**src/rtl/pa_capture.sv**
```systemverilog
// pa_capture: rate-programmable capture of an external bus or an internal test pattern into a first-word fall-through FIFO.
// The FIFO raises a level interrupt and a sticky overflow flag.
module pa_capture #(
    parameter int WIDTH = 8,
    parameter int DEPTH = 4,
    localparam int AW = $clog2(DEPTH)
) (
    input  logic             clock_i,
    input  logic             reset_n_i,
    input  logic             enable_i,
    input  logic             mode_i,
    input  logic [7:0]       div_i,
    input  logic [AW:0]      thresh_i,
    input  logic [WIDTH-1:0] pa_in_i,
    input  logic             rd_en_i,
    input  logic             ovf_clr_i,
    output logic [WIDTH-1:0] rd_data_o,
    output logic             empty_o,
    output logic             full_o,
    output logic [AW:0]      level_o,
    output logic             overflow_o,
    output logic             isr_o
);
    localparam int L = $clog2(WIDTH);

    typedef enum logic [1:0] {IDLE, WAIT, CAPT} state_e;

    state_e           state_q;
    logic [7:0]       cnt_q;
    logic             mode_q;
    logic [2:0]       idx_q, idx_d;
    logic [WIDTH-1:0] mem_q [DEPTH];
    logic [AW-1:0]    wp_q, rp_q;
    logic [AW:0]      lvl_q, lvl_d, th;
    logic             ovf_q, isr_q;
    logic             capt, push, pop, full, empty;
    logic [WIDTH-1:0] pat, sample;

    always_comb begin
        capt   = enable_i && state_q == CAPT;
        empty  = lvl_q == '0;
        full   = lvl_q == (AW+1)'(DEPTH);
        pop    = rd_en_i && (!empty || capt);
        push   = capt && (!full || pop);
        lvl_d  = lvl_q + (AW+1)'(push) - (AW+1)'(pop);
        th     = thresh_i == '0 ? (AW+1)'(1) : thresh_i;
        idx_d  = mode_i != mode_q ? 3'd0 : idx_q;
        pat    = '1;
        for (int i = 0; i < WIDTH; i++)
            pat[i] = idx_d == 3'd0 ? 1'b1 : 1'(i >> (L - int'(idx_d)));
        sample = mode_i ? pat : pa_in_i;
    end

    // CAPT reloads div-1 so the period is div+1; div=0 still spends one cycle in WAIT.
    always_ff @(posedge clock_i) begin
        if (!reset_n_i || !enable_i) begin
            state_q <= IDLE;
            cnt_q   <= '0;
        end else begin
            case (state_q)
                IDLE: begin
                    state_q <= WAIT;
                    cnt_q   <= div_i;
                end
                WAIT: begin
                    state_q <= cnt_q == 8'd0 ? CAPT : WAIT;
                    cnt_q   <= cnt_q == 8'd0 ? 8'd0 : cnt_q - 8'd1;
                end
                default: begin
                    state_q <= WAIT;
                    cnt_q   <= div_i == 8'd0 ? 8'd0 : div_i - 8'd1;
                end
            endcase
        end
    end

    always_ff @(posedge clock_i) begin
        if (!reset_n_i) begin
            mode_q <= 1'b0;
            idx_q  <= '0;
            wp_q   <= '0;
            rp_q   <= '0;
            lvl_q  <= '0;
            ovf_q  <= 1'b0;
            isr_q  <= 1'b0;
            for (int i = 0; i < DEPTH; i++) mem_q[i] <= '0;
        end else begin
            mode_q <= mode_i;
            idx_q  <= capt && mode_i ? (idx_d == 3'(L) ? 3'd0 : idx_d + 3'd1) : idx_d;
            if (push) begin
                mem_q[wp_q] <= sample;
                wp_q        <= wp_q + AW'(1);
            end
            if (pop) rp_q <= rp_q + AW'(1);
            lvl_q <= lvl_d;
            ovf_q <= (capt && !push) || (ovf_q && !ovf_clr_i);
            isr_q <= lvl_d >= th;
        end
    end

    assign rd_data_o  = mem_q[rp_q];
    assign empty_o    = empty;
    assign full_o     = full;
    assign level_o    = lvl_q;
    assign overflow_o = ovf_q;
    assign isr_o      = isr_q;
endmodule
```
**config.mk**
```make
export PLATFORM = sky130hd
export DESIGN_NAME = pa_capture
export DESIGN_NICKNAME = d
export VERILOG_FILES = /design/src/rtl/pa_capture.sv
export SDC_FILE = /design/constraint.sdc
export NUM_CORES = 1
export LEC_CHECK = 0
export ABC_AREA = 1
export BUFFER_PORTS_ARGS = -buffer_cell sky130_fd_sc_hd__buf_2
export CORE_MARGIN = 3
export CORE_UTILIZATION = 58
export CTS_CLUSTER_DIAMETER = 60
export DETAILED_ROUTE_END_ITERATION = 12
export PLACE_DENSITY = 0.89
export SYNTH_ARGS = -nofsm -noshare
export SYNTH_HDL_FRONTEND = slang
export SYNTH_SLANG_ARGS = --single-unit
```
**constraint.sdc**
```tcl
create_clock -name clock_i -period 3.1 [get_ports clock_i]
set_input_delay 0.62 -clock clock_i [delete_from_list [all_inputs] [get_ports clock_i]]
set_output_delay 0.62 -clock clock_i [all_outputs]
set_load 0.02 [all_outputs]
```
Word level (Yosys, flattened, before mapping)
Memory sizes are Yosys's and may differ from the RTL's. A register that Yosys moved wholly into a read port is not among the register bits.
Index checks and enable logic that the tools add are counted.

word-level totals
  ROM bits = 0
  bits in latches = 0
  bits of input ports = 25
  flip-flop bits (word level) = 23
  memories kept = 1
  RAM bits = 32
  logic and storage cells = 85
  output and inout bits = 15

cells by class
  bitwise operators = 1
  magnitude comparators = 1
  add/sub/neg operators = 8
  div/mod/pow operators = 0
  shifts and indexed selects = 8
  reductions and logical operators = 24
  equality and inequality tests = 5
  muxes and demuxes = 27
  multiply operators = 0

memories
  memory  words  width  read ports  clocked after memory_dff  write ports  RTL line  source
  mem_q   4      8      1           1                         4            32        logic [WIDTH-1:0] mem_q [DEPTH];

operator list
  kind                                                                   count
  3-bit by 32-bit >> shifter with 1-bit output, first input constant     4
  1-bit by 32-bit >> shifter with 1-bit output, first input constant     2
  2-bit by 32-bit >> shifter with 1-bit output, first input constant     2
  8-bit 2-to-1 mux                                                       4
  8-bit zero test                                                        2
  8-bit one-hot mux with 2 select lines                                  1
  8-bit by 1-bit subtractor with 8-bit output, second input constant     2
  1-bit 2-to-1 mux                                                       14
  3-bit 2-to-1 mux                                                       4
  3-bit zero test                                                        3
  2-bit 2-to-1 mux                                                       4
  8-bit OR reduction                                                     1
  1-bit logical AND                                                      6
  1-bit zero test                                                        6
  2-bit by 1-bit adder with 2-bit output, second input constant          2
  1-bit logical OR                                                       4
  2-bit by 3-bit subtractor with 4-bit output, first input constant      1
  3-bit by 1-bit adder with 3-bit output                                 1
  3-bit by 1-bit adder with 3-bit output, second input constant          1
  3-bit by 2-bit equality test with 1-bit output, second input constant  1
  3-bit equality test, second input constant                             1
  3-bit >= comparator                                                    1
  3-bit by 1-bit subtractor with 3-bit output                            1
  2-bit by 1-bit equality test with 1-bit output, second input constant  1
  5 further kinds                                                        5

Logic depth before layout (Yosys ltp)
Gate-level depths: netlist of the first run.

  depth after elaboration = 11
  depth in mapped cells = 18
  mapped depth without buffers = 18

Worst setup path before layout of the first run
Ideal clock, no wire load.

  path kind = flip-flop to flip-flop
  from = register lvl_q[1] (netlist: level_o[1])
  to = register isr_q (netlist: isr_o)
  arrival time = 2,697 ps
  data required time = 2,985 ps
  path buffers = 0
  stages on the path, launching flop included = 16
  library setup time = 115 ps
  period minus slack after synthesis = 2,812 ps
  slack = 288 ps
  cell sequence = dfxtp_1 > nor3_1 > a21oi_2 > inv_1 > nand2_1 > o21ai_0 > inv_1 > ha_1 > inv_1 > fa_1 > inv_1 > ha_1 > a21oi_1 > nor2_1 > o21ai_0 > inv_1

on the way
  cells in the longest elaborated chain, start to end = 9
  elaborated cells between the ends (all ways) = 11
  those cells by class = add/sub (2); order compare (1); eq/ne (1); reduce/logical (7)

RTL lines
  what                                           RTL line  source
  from (decl)                                    34        logic [AW:0] lvl_q, lvl_d, th;
  from (signal assigned)                         95        lvl_q <= lvl_d;
  3-bit zero test *                              41        empty = lvl_q == '0;
  named net empty_o                              18        output logic empty_o,
  1-bit zero test *                              43        pop = rd_en_i && (!empty || capt);
  1-bit logical OR *                             43
  1-bit logical AND *                            43
  1-bit logical OR                               44        push = capt && (!full || pop);
  1-bit logical AND                              44
  3-bit by 1-bit adder with 3-bit output         45        lvl_d = lvl_q + (AW+1)'(push) - (AW+1)'(pop);
  3-bit by 1-bit subtractor with 3-bit output *  45
  named net lvl_d[1]                             34
  3-bit >= comparator *                          97        isr_q <= lvl_d >= th;
  to (signal assigned)                           97
  to (decl)                                      35        logic ovf_q, isr_q;

The timed path passes the listed nets; every way through them passes the cells marked *.
A chain may end at the register's enable or synchronous reset.

Worst setup path in the final report of the first run
  from = input enable_i
  to = register isr_q (netlist: isr_o)

on the way
  cells in the longest elaborated chain, start to end = 8

RTL lines
  what                                           RTL line  source
  from (decl)                                    10        input logic enable_i,
  1-bit logical AND *                            40        capt = enable_i && state_q == CAPT;
  1-bit logical OR                               43
  1-bit logical AND                              43
  1-bit logical OR                               44
  1-bit logical AND                              44
  3-bit by 1-bit adder with 3-bit output         45
  3-bit by 1-bit subtractor with 3-bit output *  45
  named net lvl_d[2]                             34
  3-bit >= comparator *                          97

Marks and branches as above.

==> flow_summary.toml, run 1 <==
[outcome]
outcome = "completed"

[worst_setup_path]
crit_chain = "buf_2 -> nand2_1 -> nor2_4 -> inv_2 -> a21oi_2 -> inv_1 -> nand2_1 -> o21ai_0 -> inv_1 -> ha_1 -> inv_1 -> fa_1 -> xor2_1 -> xor2_1 -> ha_1 -> inv_1 -> nor2_1 -> o21ai_0 -> inv_1"
reg2reg_depth = 18
crit_buf_inv = 7
cpMaxStageDelayCell = "fa_1"
crit_family = "adder cells"
path_class = "in2reg"
arrival_ns = 3.02
crit_path_start_kind = "primary input"
worstPathMaxFanout = 4
timing.rr.end = "isr_o"
worstPathRequired_ns = 3.32
end_kind = "flip-flop"
max_stage_delay_ns = 0.37
rr_startpoint = "state_q[1]"
reg2reg_slack_ns = 0.34
critPathMostFrequentCell = "inv_1"

[grt]
grt_max_degree = 18
use_met1_pct = 25.2
grt_pass1_vias = 2549
antenna_found_initial = 0
met3_usage_pct = 5.78
met2_usage_pct = 38.9
gr-total-overflow = 0
busiest_layer = "met2"
grt_usage_pct = 22.5
grt_first_pass_wirelength_mm = 10.9

[placement]
hpwlAfterDp_mm = 4.63
place_area_sq_um = 3380
portBuffers = 39
gp_congestion = 0.841
dpl.cell_count = 500

[floorplan]
start_util_pct = 62.8
die_area_sq_um = 6260
coreArea_sq_um = 4940
die_h_um = 79.1
rows = 25
io-pin-count = 40
die_w_um = 79.1

[timing]
finClkSkew_ns = 0.00453
hold_viol_final = 0
rsz0062_at_grt = "false"
post-route-min-period_ns = 2.79
max_freq_mhz = 358
finalMaxSlewViolations = 0
tns_ns = 0
finalSetupViolCount = 0
fin_crit_sh_pct = 90.1
slew_headroom_pct = 67.8
worst-slew-pin-transition_ns = 0.478

[yosys]
synth_top_area_cell = "edfxtp_1"
yosys_register_bits = 57
syn_area_sq_um = 3100
synth_xor_xnor_area_share_pct = 1.41
synth_nets = 431
synth_top_area_share_pct = 31.0
synthFlopType = "edfxtp_1"
synth.distinct_cells = 34
synthArstFlopShare_pct = 0
synth_area_leaders = "edfxtp_1, dfxtp_1, nor2_1"
synth_edf_count = 32
avgSynthCellArea_sq_um = 7.84
ys_warn_count = 0
synthAdderAreaFrac_pct = 4.27
synth.area.mux_share_pct = 0
synth_compound_area_share_pct = 9.56
synth_cells = 396
synth_top_family_by_area = "simple AND/OR/NAND/NOR gates"
synth-simple-area-share_pct = 28.2
synth_seq_area_share_pct = 47.1

[layout]
nets = 479
syn_to_final_growth_pct = 14.2
diodes = 0
final_cell_area_sq_um = 3540
fill_cells = 404
stdcell_count = 516
drive_gt1_share_pct = 17.6

[worst_hold_path]
worstHoldStart = "wp_q[0]"
whs_endpoint = "wp_q[0]"
holdCritPathClass = "reg2reg"
whs_path_depth = 2

[clock_network]
cts_tree = "built"
cts-root-buf = "clkbuf_8"
clk_latency_ns = 0.33
post-cts-setup-buffer-count = 0
cts.repair.resized = 0
cts.clk_slew.worst_paths_ns = 0.06
cts.path.max_buffers = 2
clock_sinks = 57
cts-htree-levels = 3
cts-buffers-inserted = 9
ctsHoldBuffers = 0

[routing]
via_per_inst = 5.07
drc = 0
antenna_left = 0
wl_mm = 6.29
wl_per_cell_um = 12.2
vias = 2616
dr.pass1.iters = 5
drtIter0Drc = 167

[pwr]
finalPower_mw = 2.12
leakagePower_nw = 1.72
powerDensity_nw_per_um2 = 599
ir_drop_uv = 544

[run]
maxCapViolations = 0
==> power breakdown <==
part | internal, mW | leakage [nW] | switching [mW]
Combinational | 0.232 | 1.10 | 0.410
Clock | 0.312 | 0.0817 | 0.272
Sequential | 0.853 | 0.535 | 0.0441
Total | 1.40 | 1.72 | 0.726
==> synth_stat cells (all sizes together), types with 3 or more instances <==
| master | number |
|---|---|
| dfxtp | 25 |
| nand3 | 24 |
| nand4 | 3 |
| nand2 | 77 |
| ha | 9 |
| clkbuf | 3 |
| edfxtp | 32 |
| nor2 | 83 |
| inv | 74 |
| o21ai | 35 |
| o22ai | 8 |
| xor2 | 4 |
| a21oi | 4 |
==> state kept, by name (all words and copies together) (netlist names), named ones only <==
| signal | flops |
|---|---|
| rp_q | 2 |
| idx_q | 3 |
| level_o | 3 |
| overflow_o | 1 |
| state_q | 2 |
| mode_q | 1 |
| mem_q | 32 |
| cnt_q | 8 |
| isr_o | 1 |
| wp_q | 2 |
==> worst register-to-register path: cells and delay by family (launching register included) <==
family | cells | cell delay (ns)
compound gates | 3 | 0.44
xor+xnor | 2 | 0.41
fa+ha+maj | 3 | 0.78
buf+inv | 6 | 0.36
flops | 1 | 0.34
simple gates | 4 | 0.32
==> through the flow <==
stage / util, % / setup slack, ns / hold WS [ns]
finish: 71.7 / 0.307 / 0.472
CTS: 71.7 / 0.316 / 0.474
detailed placement: 68.4 / 0.0123 / 0.466
global route: 71.7 / 0.0903 / 0.505
floorplan: - / 0.288 / 0.449
global placement: 68.4 / 0.154 / 0.458
==> cell usage in the layout (no fill, tap or decap), types with 3 or more instances in the layout <==
cell      synthesis  final
inv_1            68     68
xor2_1            4      4
clkbuf_8          0     10
edfxtp_1         32     32
o22ai_1           8      8
nor2_4            3      3
ha_1              9      9
buf_2             1     39
nand4_1           3      3
dfxtp_1          25     25
nand2_2           4      4
o21ai_0          32     32
nand3_1          20     20
nand2_4           3      3
a21oi_1           3      3
clkbuf_1          3      5
nor2_1           78     78
nand3_2           3      3
nand2_1          70     70
inv_2             6      6
==> per-layer routing <==
metal	wire length [um]	vias up	part of all wire (%)
met3	308	10	4.9
li1	-	1360	-
met2	3270	75	52
met5	0	-	0
met4	119	0	1.9
met1	2600	1171	41
==> layout make-up <==
type                            instances  area, sq um  area share, %
Multi-Input combinational cell        261         1350           38.0
Timing Repair Buffer                   41          210           5.93
Tap cell                               67         83.8           2.37
Clock buffer                           15          156           4.42
Inverter                               74          278           7.84
Sequential cell                        57         1460           41.3
Clock inverter                          1         5.00          0.141
==> how the worst max path moves through the flow <==
stage	from	endpoint	slack [ns]	depth (start not counted)
floorplan	level_o[1]	isr_o	0.29	15
global placement	enable_i	isr_o	0.15	19
detailed placement	enable_i	isr_o	0.01	19
CTS	enable_i	isr_o	0.32	19
global route	enable_i	isr_o	0.09	19
finish	enable_i	isr_o	0.31	19
==> kinds of logic (layout without fill, tap and decap cells) <==
kind of cell             after synthesis  in the layout
flip-flops                            57             57
XOR/XNOR                               5              5
adder cells (fa/ha/maj)               10             10
AND/OR/NAND/NOR                      193            193
AO/OA/AOI/OAI                         53             53
buffers and inverters                 78            131
Power figures use the tool's default switching activity.
==> inputs of run 2 (changes only) <==
--- a/config.mk
+++ b/config.mk
@@ -7,7 +7,8 @@
 export LEC_CHECK = 0
 export ABC_AREA = 1
 export BUFFER_PORTS_ARGS = -buffer_cell sky130_fd_sc_hd__buf_2
-export CORE_MARGIN = 3
+export CORE_ASPECT_RATIO = 0.75
+export CORE_MARGIN = 10
 export CORE_UTILIZATION = 58
 export CTS_CLUSTER_DIAMETER = 60
 export DETAILED_ROUTE_END_ITERATION = 12
==> flow_summary.toml, run 2 (synthesized netlist as in run 1, its figures left out) <==
[outcome]
outcome = "completed"

[placement]
gp_congestion = 0.890
portBuffers = 39
hpwlAfterDp_mm = 5.09
place_area_sq_um = 3390

[clock_network]
post-cts-setup-buffer-count = 0
cts-buffers-inserted = 9
ctsHoldBuffers = 0
cts.clk_slew.worst_paths_ns = 0.07
clock_sinks = 57
cts-htree-levels = 3
cts-root-buf = "clkbuf_8"
clk_latency_ns = 0.34
cts.path.max_buffers = 2
cts_tree = "built"
cts.repair.resized = 0

[floorplan]
die_h_um = 83.3
rows = 22
io-pin-count = 40
die_area_sq_um = 8710
die_w_um = 104
coreArea_sq_um = 5040
start_util_pct = 61.6

[worst_setup_path]
critPathMostFrequentCell = "inv_1"
crit_family = "adder cells"
arrival_ns = 3.00
end_kind = "flip-flop"
max_stage_delay_ns = 0.37
crit_buf_inv = 7
reg2reg_depth = 18
cpMaxStageDelayCell = "fa_1"
timing.rr.end = "isr_o"
crit_chain = "buf_2 -> nand2_1 -> nor2_4 -> inv_2 -> a21oi_2 -> inv_1 -> nand2_1 -> o21ai_0 -> inv_1 -> ha_1 -> inv_1 -> fa_1 -> xor2_1 -> xor2_1 -> ha_1 -> inv_1 -> nor2_1 -> o21ai_0 -> inv_1"
path_class = "in2reg"
rr_startpoint = "state_q[1]"
reg2reg_slack_ns = 0.36
crit_path_start_kind = "primary input"
worstPathMaxFanout = 4
worstPathRequired_ns = 3.34

[worst_hold_path]
whs_path_depth = 2
worstHoldStart = "wp_q[0]"
holdCritPathClass = "reg2reg"
whs_endpoint = "wp_q[0]"

[layout]
diodes = 0
reg.largest.list = "mem_q: 32 flops, cnt_q: 8 flops"
final_cell_area_sq_um = 3600
syn_to_final_growth_pct = 15.9
final_common_cell = "nor2_1"
regMostFlops = "mem_q"
fill_cells = 373
largest_register_ffs = 32
final_cell_mix = "nor2_1, nand2_1, inv_1, buf_2"
nets = 479
drive_gt1_share_pct = 18.3

[pwr]
pwr-share-seq_pct = 39.1
switching_share_pct = 33.3
p_clk_share_pct = 32.3
powerDensity_nw_per_um2 = 638
ir_drop_uv = 556
leakagePower_nw = 1.74
switchingPower_uw = 765
pwr-share-comb_pct = 28.6
internal-power_mw = 1.53

[timing]
hold_viol_final = 0
worst-slew-pin-transition_ns = 0.468
fin_crit_sh_pct = 89.2
post-route-min-period_ns = 2.76
rsz0062_at_grt = "false"
slew_headroom_pct = 68.5
finalMaxSlewViolations = 0
finClkSkew_ns = 0.00788
max_freq_mhz = 362
finalSetupViolCount = 0
tns_ns = 0

[routing]
drc = 0
wl_mm = 6.97
drtIter0Drc = 186
antenna_left = 0
via_per_inst = 5.22
dr.pass1.iters = 5
wl_per_cell_um = 13.4
vias = 2718

[grt]
grt_first_pass_wirelength_mm = 12.0
antenna_found_initial = 0
grt_usage_pct = 16.4
gr-total-overflow = 0
grt_pass1_vias = 2702
grt_max_degree = 18

[run]
maxCapViolations = 0
-- run 2: area by class of cell --
| class | instances | area [sq um] | area share [%] |
|---|---|---|---|
| clock buffers | 10 | 128 | 3.55 |
| clock inverters | 6 | 82.6 | 2.30 |
| inverters | 74 | 278 | 7.72 |
| multi-input cells | 261 | 1350 | 37.5 |
| flip-flops and latches | 57 | 1460 | 40.6 |
| well taps | 72 | 90.1 | 2.50 |
| repair buffers | 41 | 210 | 5.84 |
-- run 2: how the worst max path moves through the flow --
stage                     startpoint    end  slack [ns]  cells after the start
after detailed placement    enable_i  isr_o     -0.0008                     19
after CTS                   enable_i  isr_o        0.36                     19
after floorplan           level_o[1]  isr_o        0.29                     15
after global placement      enable_i  isr_o        0.16                     19
final                       enable_i  isr_o        0.34                     19
after global routing        enable_i  isr_o         0.1                     19
-- run 2: worst register-to-register path: stages (launching register included) --
cell and delay (ns):
dfxtp_1 0.34, nand2_1 0.09, nor2_4 0.15, inv_2 0.08, a21oi_2 0.22, inv_1 0.06, nand2_1 0.05, o21ai_0 0.08
inv_1 0.07, ha_1 0.14, inv_1 0.05, fa_1 0.37, xor2_1 0.17, xor2_1 0.23, ha_1 0.26, inv_1 0.06
nor2_1 0.05, o21ai_0 0.14, inv_1 0.05
-- run 2: metal layers --
layer / GRT usage [%] / vias up / wire [um]
met5: 0 / - / 0
met2: 27.6 / 103 / 3430
met4: 5.88 / 0 / 123
li1: - / 1358 / -
met3: 5.17 / 14 / 502
met1: 19.0 / 1243 / 2920
-- run 2: stage by stage --
stage / utilization (%) / std cells / worst slack (ns) / hold slack [ns] / total power [mW]
2_1_floorplan: - / 396 / 0.288 / 0.449 / 1.37
3_3_place_gp: 67.2 / 505 / 0.156 / 0.458 / 1.54
3_5_place_dp: 67.2 / 505 / -0.000825 / 0.473 / 1.57
4_1_cts: 71.4 / 521 / 0.356 / 0.490 / 2.30
5_1_grt: 71.4 / 521 / 0.0971 / 0.520 / 2.42
6_report: 71.4 / 521 / 0.336 / 0.489 / 2.29
-- run 2: power groups by stage --
stage	clock network, mW	logic, mW	registers [mW]
after CTS	0.745	0.662	0.897
after floorplan	0	0.434	0.932
after detailed placement	0	0.658	0.913
after global placement	0	0.629	0.911
final	0.740	0.657	0.897
after global routing	0.776	0.737	0.906
